File: config.mk
export PLATFORM = sky130hd
export DESIGN_NAME = dp_ctrl_fsm
export DESIGN_NICKNAME = d
export VERILOG_FILES = /design/src/rtl/dp_ctrl_fsm.sv
export SDC_FILE = /design/constraint.sdc
export NUM_CORES = 1
export LEC_CHECK = 0
export BUFFER_PORTS_ARGS = -buffer_cell sky130_fd_sc_hd__clkbuf_2
export CAP_MARGIN = 40
export CORE_MARGIN = 8
export CORE_UTILIZATION = 45
export DETAILED_ROUTE_END_ITERATION = 16
export PLACE_DENSITY = 0.81
export SYNTH_ARGS = -nofsm -noshare
export SYNTH_HDL_FRONTEND = slang
export SYNTH_SLANG_ARGS = --single-unit
File: constraint.sdc
create_clock -name clk -period 3.5 [get_ports clk]
set_input_delay 0.7 -clock clk [delete_from_list [all_inputs] [get_ports clk]]
set_output_delay 0.7 -clock clk [all_outputs]
set_load 0.05 [all_outputs]
File: src/rtl/dp_ctrl_fsm.sv
// Multi-cycle control FSM sequencing instruction fetch and the data-processing
// datapath, one instruction at a time, with a retired-instruction counter.
module dp_ctrl_fsm #(
  parameter int CNT_W = 16
) (
  input  logic             clk,
  input  logic             Rst,
  input  logic             Run,
  input  logic             flag,
  input  logic [28:1]      IR,
  output logic             Write_PC,
  output logic             Write_IR,
  output logic             LA,
  output logic             LB,
  output logic             LC,
  output logic             LF,
  output logic             Rm_imm_s,
  output logic [3:0]       ALU_OP,
  output logic             Write_Reg,
  output logic             Busy,
  output logic [CNT_W-1:0] Inst_cnt,
  output logic [2:0]       dbg_state_o
);

  typedef enum logic [2:0] {
    S_IDLE   = 3'd0,
    S_FETCH  = 3'd1,
    S_DECODE = 3'd2,
    S_EXEC   = 3'd3,
    S_WB     = 3'd4
  } state_e;

  state_e           state_q, state_d;
  logic [CNT_W-1:0] cnt_q, cnt_d;

  logic       is_dp;
  logic       is_cmp;
  state_e     boundary_next;
  logic       unused_ir;

  assign is_dp         = (IR[28:27] == 2'b00);
  assign is_cmp        = (IR[25:24] == 2'b10);
  assign boundary_next = Run ? S_FETCH : S_IDLE;
  // Only class, I, opcode and S steer the sequence; operand fields pass by.
  assign unused_ir     = ^IR[20:1];

  always_ff @(posedge clk) begin
    if (!Rst) begin
      state_q <= S_IDLE;
      cnt_q   <= '0;
    end else begin
      state_q <= state_d;
      cnt_q   <= cnt_d;
    end
  end

  always_comb begin
    state_d = state_q;
    cnt_d   = cnt_q;
    case (state_q)
      S_IDLE:   state_d = boundary_next;
      S_FETCH:  state_d = flag ? S_DECODE : boundary_next;
      S_DECODE: state_d = is_dp ? S_EXEC : boundary_next;
      S_EXEC: begin
        if (is_cmp) begin
          state_d = boundary_next;
          cnt_d   = cnt_q + 1'b1;
        end else begin
          state_d = S_WB;
        end
      end
      S_WB: begin
        state_d = boundary_next;
        cnt_d   = cnt_q + 1'b1;
      end
      default:  state_d = S_IDLE;
    endcase
  end

  always_comb begin
    Write_PC  = 1'b0;
    Write_IR  = 1'b0;
    LA        = 1'b0;
    LB        = 1'b0;
    LC        = 1'b0;
    LF        = 1'b0;
    Rm_imm_s  = 1'b0;
    ALU_OP    = 4'd0;
    Write_Reg = 1'b0;
    case (state_q)
      S_FETCH: begin
        Write_PC = 1'b1;
        Write_IR = 1'b1;
      end
      S_DECODE: begin
        LA = 1'b1;
        LB = 1'b1;
      end
      S_EXEC: begin
        ALU_OP   = IR[25:22];
        Rm_imm_s = IR[26];
        LC       = 1'b1;
        // Compares exist only to set flags, so they always update NZCV.
        LF       = IR[21] | is_cmp;
      end
      S_WB:    Write_Reg = 1'b1;
      default: ;
    endcase
  end

  assign Busy        = (state_q != S_IDLE);
  assign Inst_cnt    = cnt_q;
  assign dbg_state_o = state_q;

endmodule

==> results by group <==
Yosys
  • Top cells by area, synth: dfxtp_1 (37%), a21oi_1 (6.9%), o31ai_1 (5.2%)
  • Syn_nets: 150
  • Post-synthesis cell type count: 35
  • Post-synth EDFFs: 0
  • Top cell type's share of synthesized area: 37.30%
  • Post-Synthesis Cells: 117
  • Mapped Area: 0.001020 mm^2
  • Async S/R FF share, synth: 0%
  • Synth area leader: dfxtp_1
  • Register area share after synthesis: 37.30%
  • Yosys reg bits: 19
  • Mean Syn Cell Area: 8.716 um^2
  • Yosys warns: 0
  • Top_reg_cell synth: dfxtp_1

Worst setup path
  • CP arrival: 1.71 ns
  • CP max stage cell: dfxtp_1
  • Critical-path cell list: and3b_1, and2_1, clkbuf_2
  • Critical path's largest stage delay: 0.54 ns
  • Critical path fanouts, max: 10
  • Critical Path RT: 2.80 ns
  • Worst setup path class: flip-flop to output pin
  • CP Launch Type: flip-flop
  • Critical Path End Type: output pin

Timing
  • Period minus WS final: 2.410 ns
  • Clk_skew: 0.001790 ns
  • Slew Limit Fails: 0
  • Slew headroom: 52.91%
  • Number of setup violations in the final report: 0
  • Final hold vios: 0
  • Tightest Pin Transition: 0.7063 ns
  • WHS: 0.5041 ns
  • Max Fclk: 415.0 MHz
  • Final Cycle Share: 68.85%
  • TNS Setup: 0 ns
  • Unrepaired setup endpoints after global routing: false

Global route
  • Largest net degree at the start of global routing: 20
  • Global-route wire length before repair: 4.505 mm
  • Global route overflow: 0
  • Initial antenna violation count: 0
  • Vias in the first global route: 1,061
  • Total Routing Usage GR: 13.40%

Die
  • Core Area: 0.002170 mm^2
  • Rows: 17
  • Initial Util: 47.00%
  • Die width: 63.61 um
  • Die height: 63.61 um
  • Number of top-level pins: 64
  • Die Area: 0.004046 mm^2

Detailed routing
  • TritonRoute pass-1 iters: 5
  • Final wirelength: 2.516 mm
  • Final ANT Viol Nets: 0
  • Drt drc: 0
  • Vias per std cell: 5.416
  • DRT iter0 DRCs: 21
  • Vias: 1,002
  • Routed WL per cell: 13.60 um

Power and ir drop
  • Max VDD drop: 0.1820 mV
  • Leak: 0.5060 nW
  • Design Power: 0.3713 mW
  • PD cells: 296.5 mW/mm^2

Place
  • RD Place Congestion: 0.7067
  • Dpl hpwl: 1.972 mm
  • Port buffer count: 43

CTS
  • Root Driver: clkbuf_4
  • CTS Sinks: 19
  • TritonCTS clock tree: yes
  • Clk pin slew, worst setup/hold paths: 0.10 ns
  • Post-CTS Resized: 0
  • Setup bufs post-CTS: 0
  • Hold_buf cts: 0
  • CTS Buf Count: 3
  • Max clock buf depth: 2
  • H-tree levels: 1
  • Clock Latency Late Sink: 0.30 ns

Layout
  • Antenna fix cells: 0
  • Reg area: 380.4 um^2
  • Share of cells above drive strength 1: 31.21%
  • Layout area overhead: 22.82%
  • Fill cells: 224
  • Multi-input gate area: 584.3 um^2
  • Final net count: 191

Min path
  • Hold Path Class: flip-flop to flip-flop

Run status
  • Status: completed

Job
  • Max-cap violations: 0
## flip-flops by register name, summed over array words and instances (netlist names)
register	cells
Inst_cnt	16
dbg_state_o	3
## stage by stage
step / instances / utilization [%] / setup WS [ns] / area, um^2
after floorplan: 117 / - / 0.2534 / 1020
after global placement: 181 / 56.52 / 1.304 / 1226
after detailed placement: 181 / 56.52 / 1.297 / 1226
after CTS: 185 / 57.73 / 1.076 / 1252
after global routing: 185 / 57.73 / 0.9365 / 1252
final: 185 / 57.73 / 1.090 / 1252
## worst paths after layout
check,start,to,slack (ns),cells past startpoint
min,Inst_cnt[15]$_SDFFE_PN0P_,Inst_cnt[15]$_SDFFE_PN0P_,0.50,2
max,dbg_state_o[1]$_SDFF_PN0_,ALU_OP[3],1.09,3
min reg2reg,Inst_cnt[15]$_SDFFE_PN0P_,Inst_cnt[15]$_SDFFE_PN0P_,0.50,2
max reg2reg,dbg_state_o[1]$_SDFF_PN0_,Inst_cnt[9]$_SDFFE_PN0P_,1.50,4
## cells in the mapped netlist, types with 2 or more instances
library cell / count
clkbuf_1: 2
o31ai_1: 7
o21a_1: 3
mux2i_1: 2
nand2_1: 6
nand3_1: 6
dfxtp_1: 19
nor2_1: 3
and2_1: 5
or4_1: 7
inv_1: 3
a21oi_1: 14
o21ai_0: 6
and4_1: 2
nor3b_1: 4
or3_1: 6
buf_4: 2
nand4_1: 2
nor3_1: 2
## where the power goes
group,internal (mW),total (mW),leakage [nW],switching (mW)
registers,0.217,0.220,0.153,0.00296
clock network,0.0445,0.112,0.0150,0.0679
logic,0.0109,0.0387,0.338,0.0279
## per-layer routing
layer | up-vias | global-route usage [%] | share of wire (%)
met5 | - | 0 | 0
met2 | 37 | 21.04 | 43
met4 | 0 | 8.914 | 2.4
met1 | 433 | 14.65 | 46
li1 | 527 | - | -
met3 | 5 | 5.124 | 8.2
## layout make-up
| class | count | share of cell area (%) |
|---|---|---|
| multi-input combinational | 88 | 46.65 |
| timing repair buffer | 43 | 17.18 |
| tap | 28 | 2.797 |
| clock buffer | 4 | 2.098 |
| inverter | 3 | 0.8991 |
| sequential | 19 | 30.37 |
## logic make-up (layout without fill, tap and decap cells)
logic type                 after synthesis  count (layout)  synth area share [%]
muxes                                    2               2                 1.963
adders and majority gates                1               1                 1.227
xor gates and xnor gates                 1               1                0.8591
buffers and inverters                   10              50                 5.398
AOI/OAI and AO/OA                       34              34                 22.09
DFF                                     19              19                 37.30
and+or+nand+nor                         50              50                 31.17
## critical path, delay by kind of cell, from the launching register on
family	cells	cell delay (ns)
and+or+nand+nor	2	0.60
DFF	1	0.54
buffers and inverters	1	0.27
## layout by cell type, fill, tap and decap left out, drive strengths merged
master and count:
and2 5, inv 3, o31ai 7, dfxtp 19, nand2 6, and3 1
nor2b 1, or4 7, nand4 2, a31oi 1, o211ai 1, nor2 3
nor3 2, nand2b 1, and4b 1, nor4 1, xor2 1, o21a 3
or3 6, o21ai 6, mux2i 2, and3b 1, nand3 6, ha 1
a21oi 15, and4 2, clkbuf 47, nor3b 5, a32oi 1
Power figures use the tool's default switching activity.
